[src/rtl/imem_loader_pkg.sv]
// rtl/imem_loader_pkg.sv - shared instruction memory constants and loader state encoding
package imem_loader_pkg;

  localparam int IMEM_DEPTH     = 8192;
  localparam int IMEM_AW        = 13;
  localparam int BYTES_PER_WORD = 4;
  localparam int IMEM_DW        = 8 * BYTES_PER_WORD;

  typedef enum logic [2:0] {
    ST_IDLE,
    ST_HDR0,
    ST_HDR1,
    ST_DATA,
    ST_DONE,
    ST_ERR
  } state_t;

endpackage

[src/rtl/imem_loader_byte_packer.sv]
// rtl/imem_loader_byte_packer.sv - assembles MSB-first bytes into words, one-cycle word pulse
module imem_loader_byte_packer
  import imem_loader_pkg::*;
(
  input  logic               clk,
  input  logic               rst_n,
  input  logic               clear,
  input  logic               shift,
  input  logic [7:0]         in_data,
  output logic               last_byte,
  output logic               word_valid,
  output logic [IMEM_DW-1:0] word
);

  logic [1:0]         byte_idx;
  logic [IMEM_DW-1:0] sr;

  // The byte now being shifted completes a word
  assign last_byte = (byte_idx == 2'(BYTES_PER_WORD - 1));

  // The shift register still holds the full word in the pulse cycle, even if
  // the next word's first byte is accepted that same cycle.
  assign word = sr;

  // Shift bytes in and flag the cycle after the fourth byte of each word
  always_ff @(posedge clk or negedge rst_n) begin
    if (!rst_n) begin
      byte_idx   <= '0;
      sr         <= '0;
      word_valid <= 1'b0;
    end else if (clear) begin
      byte_idx   <= '0;
      sr         <= '0;
      word_valid <= 1'b0;
    end else begin
      word_valid <= shift && last_byte;
      if (shift) begin
        sr       <= {sr[IMEM_DW-9:0], in_data};
        byte_idx <= byte_idx + 2'd1;
      end
    end
  end

endmodule

[src/rtl/imem_loader.sv]
// rtl/imem_loader.sv - loads a header-prefixed byte stream into instruction memory
module imem_loader
  import imem_loader_pkg::*;
#(
  parameter int DEPTH = IMEM_DEPTH,
  parameter int AW    = IMEM_AW,
  parameter int DW    = IMEM_DW
) (
  input  logic          clk,
  input  logic          rst_n,
  input  logic          start,
  input  logic          in_valid,
  input  logic [7:0]    in_data,
  output logic          in_ready,
  output logic          imem_we,
  output logic [AW-1:0] imem_addr,
  output logic [DW-1:0] imem_wdata,
  output logic [AW:0]   program_size,
  output logic          cpu_hold,
  output logic          load_done,
  output logic          load_err
);

  state_t      state, state_next;
  logic [15:0] cnt;
  logic [AW:0] widx;
  logic [AW:0] widx_inc;
  logic [15:0] hdr_cnt;
  logic        accept;
  logic        data_shift;
  logic        last_byte;
  logic        word_accept;
  logic        word_last;
  logic        hdr_done;

  assign accept      = in_valid && in_ready;
  assign hdr_cnt     = {cnt[15:8], in_data};
  assign hdr_done    = accept && (state == ST_HDR1);
  assign data_shift  = accept && (state == ST_DATA);
  assign word_accept = data_shift && last_byte;
  assign widx_inc    = widx + (AW+1)'(1);
  assign word_last   = (widx_inc == cnt[AW:0]);

  imem_loader_byte_packer u_byte_packer (
    .clk        (clk),
    .rst_n      (rst_n),
    .clear      (hdr_done),
    .shift      (data_shift),
    .in_data    (in_data),
    .last_byte  (last_byte),
    .word_valid (imem_we),
    .word       (imem_wdata)
  );

  // State register
  always_ff @(posedge clk or negedge rst_n) begin
    if (!rst_n) state <= ST_IDLE;
    else        state <= state_next;
  end

  // Next-state and status decode; the final word's write pulse coincides with DONE
  always_comb begin
    state_next = state;
    in_ready   = 1'b0;
    cpu_hold   = 1'b0;
    load_done  = 1'b0;
    load_err   = 1'b0;
    case (state)
      ST_IDLE, ST_DONE, ST_ERR: begin
        load_done = (state == ST_DONE);
        load_err  = (state == ST_ERR);
        if (start) state_next = ST_HDR0;
      end
      ST_HDR0: begin
        in_ready = 1'b1;
        cpu_hold = 1'b1;
        if (accept) state_next = ST_HDR1;
      end
      ST_HDR1: begin
        in_ready = 1'b1;
        cpu_hold = 1'b1;
        if (accept) begin
          if (hdr_cnt == 16'd0)             state_next = ST_DONE;
          else if (hdr_cnt > 16'(DEPTH))    state_next = ST_ERR;
          else                              state_next = ST_DATA;
        end
      end
      ST_DATA: begin
        in_ready = 1'b1;
        cpu_hold = 1'b1;
        if (word_accept && word_last) state_next = ST_DONE;
      end
      default: state_next = ST_IDLE;
    endcase
  end

  // Header count, word address and committed program size
  always_ff @(posedge clk or negedge rst_n) begin
    if (!rst_n) begin
      cnt          <= '0;
      widx         <= '0;
      imem_addr    <= '0;
      program_size <= '0;
    end else begin
      if (accept && (state == ST_HDR0)) cnt[15:8] <= in_data;
      if (hdr_done) begin
        cnt[7:0] <= in_data;
        widx     <= '0;
        if (hdr_cnt == 16'd0) program_size <= '0;
      end
      if (word_accept) begin
        imem_addr <= widx[AW-1:0];
        widx      <= widx_inc;
        if (word_last) program_size <= cnt[AW:0];
      end
    end
  end

endmodule

[config.mk]
export PLATFORM = sky130hd
export DESIGN_NAME = imem_loader
export DESIGN_NICKNAME = d
export VERILOG_FILES = /design/src/rtl/imem_loader_pkg.sv /design/src/rtl/imem_loader_byte_packer.sv /design/src/rtl/imem_loader.sv
export SDC_FILE = /design/constraint.sdc
export NUM_CORES = 1
export LEC_CHECK = 0
export ABC_CLOCK_PERIOD_IN_PS = 3500
export BUFFER_PORTS_ARGS = -buffer_cell sky130_fd_sc_hd__buf_2
export CORE_UTILIZATION = 40
export CTS_CLUSTER_DIAMETER = 30
export DETAILED_ROUTE_END_ITERATION = 8
export PLACE_DENSITY_LB_ADDON = 0.1
export SKIP_LAST_GASP = 1
export SLEW_MARGIN = 20
export SYNTH_ARGS = -nofsm -noshare
export SYNTH_HDL_FRONTEND = slang
export SYNTH_HIERARCHICAL = 1
export SYNTH_SLANG_ARGS = --single-unit
[constraint.sdc]
create_clock -name clk -period 3.5 [get_ports clk]
set_input_delay 0.7 -clock clk [delete_from_list [all_inputs] [get_ports clk]]
set_output_delay 0.7 -clock clk [all_outputs]
set_load 0.01 [all_outputs]
# After elaboration in Yosys (flattened, before gate mapping)
# Index checks and enable logic that the tools add are counted.
dict set report word_totals {
  input_bits 12
  romBits 0
  out_inout_bits 64
  n_memories 0
  mem_bits_rw 0
  regBits 95
  latchBits 0
  elab_cells 57
}
dict set report classes {
  eq_ne 11
  bitwise_logic 0
  n_mux 21
  n_shift 0
  reduce_logical 13
  mul 0
  div 0
  magnitude_cmp 1
  add_sub_neg 2
}
# op count
set ops {}
lappend ops {{14-bit 2-to-1 mux} 6}
lappend ops {{32-bit 2-to-1 mux} 2}
lappend ops {{3-bit 2-to-1 mux} 6}
lappend ops {{16-bit by 14-bit greater-than comparator with 1-bit output (second input constant)} 1}
lappend ops {{16-bit zero test} 1}
lappend ops {{14-bit by 1-bit adder with 14-bit output (second input constant)} 1}
lappend ops {{14-bit == test} 1}
lappend ops {{3-bit case mux with 4 select lines} 1}
lappend ops {{3-bit by 2-bit == test with 1-bit output (second input constant)} 2}
lappend ops {{3-bit == test (second input constant)} 2}
lappend ops {{1-bit logical AND} 6}
lappend ops {{2-bit != test (second input constant)} 3}
lappend ops {{3-bit OR reduction} 2}
lappend ops {{1-bit 2-to-1 mux} 4}
lappend ops {{2-bit 2-to-1 mux} 2}
lappend ops {{4-bit AND reduction} 1}
lappend ops {{2-bit nonzero test} 2}
lappend ops {{3-bit by 1-bit == test with 1-bit output (second input constant)} 1}
lappend ops {{3-bit zero test} 1}
lappend ops {{2-bit by 1-bit adder with 2-bit output (second input constant)} 1}
lappend ops {{2-bit == test (second input constant)} 1}
lappend ops {{2-bit by 1-bit != test with 1-bit output (second input constant)} 1}

# Logic depth before layout (Yosys ltp)
dict set report logic_depth {
  depth_word 9
  mapped_depth 9
  mapped_depth_nobuf 7
}

# Cells and area by module
# The synthesis kept the hierarchy.
# mod area_each_um2 n_inst seq_area_each_um2 cells_per_inst
set modules_own_cells {}
lappend modules_own_cells {imem_loader 3115.5 1 1501.4 321}
lappend modules_own_cells {imem_loader_byte_packer 1456.4 1 875.8 114}

# Worst setup path after synthesis
# No wires, ideal clock.
dict set report synth_timing {
  kind {flip-flop to flip-flop}
  startpoint {register widx[0]}
  endpoint {register state[1]}
  period_less_slack_ps 2535
  stages_incl_launch_ff 9
  arrival_ps 2413
  setup_time_ps 121
  n_path_buf 1
  required_ps 3379
  setup_slack_ps 965
  path_cell_list {dfrtp_1 ha_1 nand2_1 or4_4 xnor2_1 nand4_1 or4_1 buf_6 a32o_2}
}
dict set report synth_between {
  elab_chain_cells 5
}
# element line_no
set synth_rtl {}
lappend synth_rtl {{start, declared} imem_loader.sv:26} ;# logic [AW:0] widx;
lappend synth_rtl {{start signal, assigned} imem_loader.sv:113} ;# widx <= widx_inc;
lappend synth_rtl {{14-bit by 1-bit adder with 14-bit output} imem_loader.sv:41} ;# assign widx_inc = widx + (AW+1)'(1);
lappend synth_rtl {{14-bit == test} imem_loader.sv:42} ;# assign word_last = (widx_inc == cnt[AW:0]);
lappend synth_rtl {{1-bit logical AND} imem_loader.sv:91} ;# if (word_accept && word_last) state_next = ST_DONE;
lappend synth_rtl {{2-bit by 1-bit != test with 1-bit output (no source line)} --}
lappend synth_rtl {{4-bit AND reduction (no source line)} --}
lappend synth_rtl {{end signal, assigned} imem_loader.sv:58} ;# else state <= state_next;
lappend synth_rtl {{end, declared} imem_loader.sv:24} ;# state_t state, state_next;
# No other way between the ends.
# A chain may end at the register's enable or synchronous reset.

# Worst setup path in the final report
# Ends and elaborated chain as after synthesis.

==> impl_metrics.csv <==
group,metric,value,unit
outcome,outcome,"finished clean",
critical_path,worstSetupStartpointType,"flip-flop",
logic_synthesis,synth_edf_count,0,
clock_tree,cts_repair_resize_count,0,
critical_path,crit_path_start,"widx[0]$_DFFE_PN0P_",
die,die_h,109,um
clock_tree,clk_pin_slew,0.07,ns
critical_path,r2r_slack,0.69,ns
pwr,switching_share,33.4,%
clock_tree,cts_tree,"done",
pwr,power_frac_comb,26.8,%
logic_synthesis,avgSynthCellArea,10.5,um^2
timing,maxSlewHeadroom,52.8,%
timing,finalHoldViolations,0,
die,die_area,11900,um^2
detailed_routing,remaining_drc_errors,0,
detailed_routing,routed_wl,10300,um
die,core,11000,um^2
pwr,internal-power,0.00235,W
pwr,p_leak,2.74,nW
timing,max_slew.worst_pin.slew,0.708,ns
detailed_routing,vias,3283,
cells_and_area,fillerInstances,1059,
pwr,power_frac_clock,27.8,%
global_routing,grt_pass1_vias,3172,
clock_tree,cts_sinks,95,
logic_synthesis,ys_types,45,
logic_synthesis,async_reset_ff_share,100,%
pwr,power_density,670,nW/um^2
critical_path,worstPathArrival,3.04,ns
critical_path,r2r-end,"state[1]$_DFFE_PN0P_",
place,dp_hpwl,7180,um
clock_tree,clockRootBuffer,"clkbuf_16",
cells_and_area,drive_gt1_share,25.4,%
global_routing,grt_usage,19.1,%
global_routing,grt_max_degree,57,
cells_and_area,layout_common_cells,"95 x dfrtp_1, 74 x buf_2, 70 x nand2_1",
logic_synthesis,synth_ff_type,"dfrtp_1",
critical_path,required,3.73,ns
critical_path,critPathMaxFanout,17,
timing,skew,0.00687,ns
pwr,pwr-share-seq,45.4,%
critical_path,worst_setup_path_end_kind,"flip-flop",
clock_tree,cts_hold_buf,0,
die,io_pins,76,
timing,fin_tns_setup,0,ns
logic_synthesis,synthCells,435,
detailed_routing,routed_via_density,5.07,
die,die_w,109,um
clock_tree,cts_buffers,9,
logic_synthesis,synth_seq_area_share,52.0,%
clock_tree,clk_latency,0.34,ns
hold_path,hp-class,"input pin to async pin",
clock_tree,htreeDepth,3,
logic_synthesis,synth_fp_nets,449,
pwr,p_switching,0.00118,W
critical_path,reg2reg_from,"widx[0]$_DFFE_PN0P_",
global_routing,grt_pass1_wl,17000,um
detailed_routing,wl_per_cell,15.8,um
timing,final-setup-viol-count,0,
timing,slew_violations,0,
timing,grt_setup_unrepaired,"no",
cells_and_area,layout.nets,517,
critical_path,path_class,"flip-flop to flip-flop",
clock_tree,clock_path_buffers,2,
global_routing,antenna_found_initial,0,
critical_path,rr_worst_depth,8,
place,dp_slack,0.710,ns
global_routing,grt-ovfl-total,0,
place,gp_congestion,0.823,
cells_and_area,antenna_cells,0,
pwr,ir_drop,0.277,mV
logic_synthesis,synth.cell_area,4570,um^2
cells_and_area,syn_to_final_growth,15.3,%
clock_tree,postCtsSetupBuffers,0,
timing,setup_ws,0.692,ns
timing,timing.fmax,356,MHz
logic_synthesis,ys_ff_latch,95,
detailed_routing,drt_iter0_drc,258,
flow_run,max_cap_violations,0,
place,io_buffers,75,
logic_synthesis,yosys_warnings,6,
timing,period_share,80.2,%
die,fp-row-count,38,
detailed_routing,firstDrtPassIters,4,
timing,period_minus_slack,2.81,ns
cells_and_area,final_common_cell,"dfrtp_1",
detailed_routing,ant_nets,0,
die,initial_core_util,41.6,%
pwr,finalPower,0.00353,W
## per-layer routing
layer / part of all wire, % / up-vias / track usage [%]
li1: - / 1594 / -
met1: 48 / 1593 / 27.3
met2: 46 / 86 / 28.1
met3: 4.7 / 10 / 4.12
met4: 1.5 / 0 / 7.72
met5: 0 / - / 0
## kinds of logic (layout without fill, tap and decap cells)
logic type / after synthesis / in the layout / share of synthesized area [%]
AND/OR/NAND/NOR: 164 / 164 / 16.1
flip-flops: 95 / 95 / 52.0
multiplexers: 64 / 64 / 14.4
buffers and inverters: 47 / 120 / 6.68
AO/OA/AOI/OAI: 41 / 41 / 5.64
XOR/XNOR: 22 / 22 / 4.60
adder cells (fa/ha/maj): 2 / 2 / 0.547
## layout make-up
cell class	count	area (um^2)	area share [%]
sequential	95	2380	45.1
multi-input combinational	293	1900	36.0
timing repair buffer	85	453	8.59
clock buffer	9	225	4.27
tap	140	175	3.32
clock inverter	7	72.6	1.38
inverter	19	71.3	1.35
## power by group through the flow
stage	logic (W)	clock network (W)	registers, W
floorplan	0.000676	0	0.00157
global placement	0.000949	0	0.00162
detailed placement	0.000955	0	0.00162
CTS	0.000962	0.00102	0.00161
global route	0.00105	0.00106	0.00164
finish	0.000946	0.000984	0.00160
## worst max path at each step
stage	end	depth (start not counted)
floorplan	state[1]$_DFFE_PN0P_	8
global placement	state[1]$_DFFE_PN0P_	8
detailed placement	state[1]$_DFFE_PN0P_	8
CTS	state[1]$_DFFE_PN0P_	8
global route	state[1]$_DFFE_PN0P_	8
finish	state[1]$_DFFE_PN0P_	8
## state kept, by name, indices dropped and copies added, names as in the netlist
name	cells
u_byte_packer/word	32
cnt	16
program_size	14
widx	14
imem_addr	13
state	3
u_byte_packer/byte_idx	2
u_byte_packer/word_valid	1
## synthesized netlist by cell type (2+ instances only)
library cell	number	area share, %
dfrtp_1	95	52
nand2_1	70	5.7
nor2_1	55	4.5
mux2i_1	48	11
o21ai_0	21	2.3
inv_1	19	1.6
mux2_2	16	3.9
xnor2_1	13	2.5
clkbuf_1	8	0.66
xor2_1	8	1.5
nor3_1	6	0.66
nor4_1	6	0.82
buf_6	5	1.2
nand4_1	5	0.68
o31ai_1	5	0.82
and3_1	4	0.55
buf_12	4	1.8
nand3_1	4	0.44
a21oi_1	3	0.33
buf_2	3	0.33
buf_4	3	0.49
nand2b_1	3	0.41
a22o_1	2	0.38
a31o_2	2	0.38
a31oi_1	2	0.27
and2_1	2	0.27
and4b_1	2	0.44
clkbuf_2	2	0.22
ha_1	2	0.55
o211ai_1	2	0.33
## worst max-delay path: stages, from the launching register on
cell and delay, ns:
dfrtp_1 0.45, ha_1 0.31, nand2_1 0.14, or4_4 0.51, xnor2_1 0.17, nand4_1 0.09, or4_1 0.50, buf_4 0.24
a32o_2 0.29
## through the flow
step | std cells | hold WS [ns] | instance area, um^2 | util (%)
after floorplan | 435 | 0.404 | 4570 | -
after CTS | 648 | 0.429 | 5270 | 48.0
after global routing | 648 | 0.462 | 5270 | 48.0
after detailed placement | 632 | 0.463 | 4970 | 45.3
final | 648 | 0.397 | 5270 | 48.0
after global placement | 632 | 0.457 | 4970 | 45.3
(Power assumes the default switching activity.)
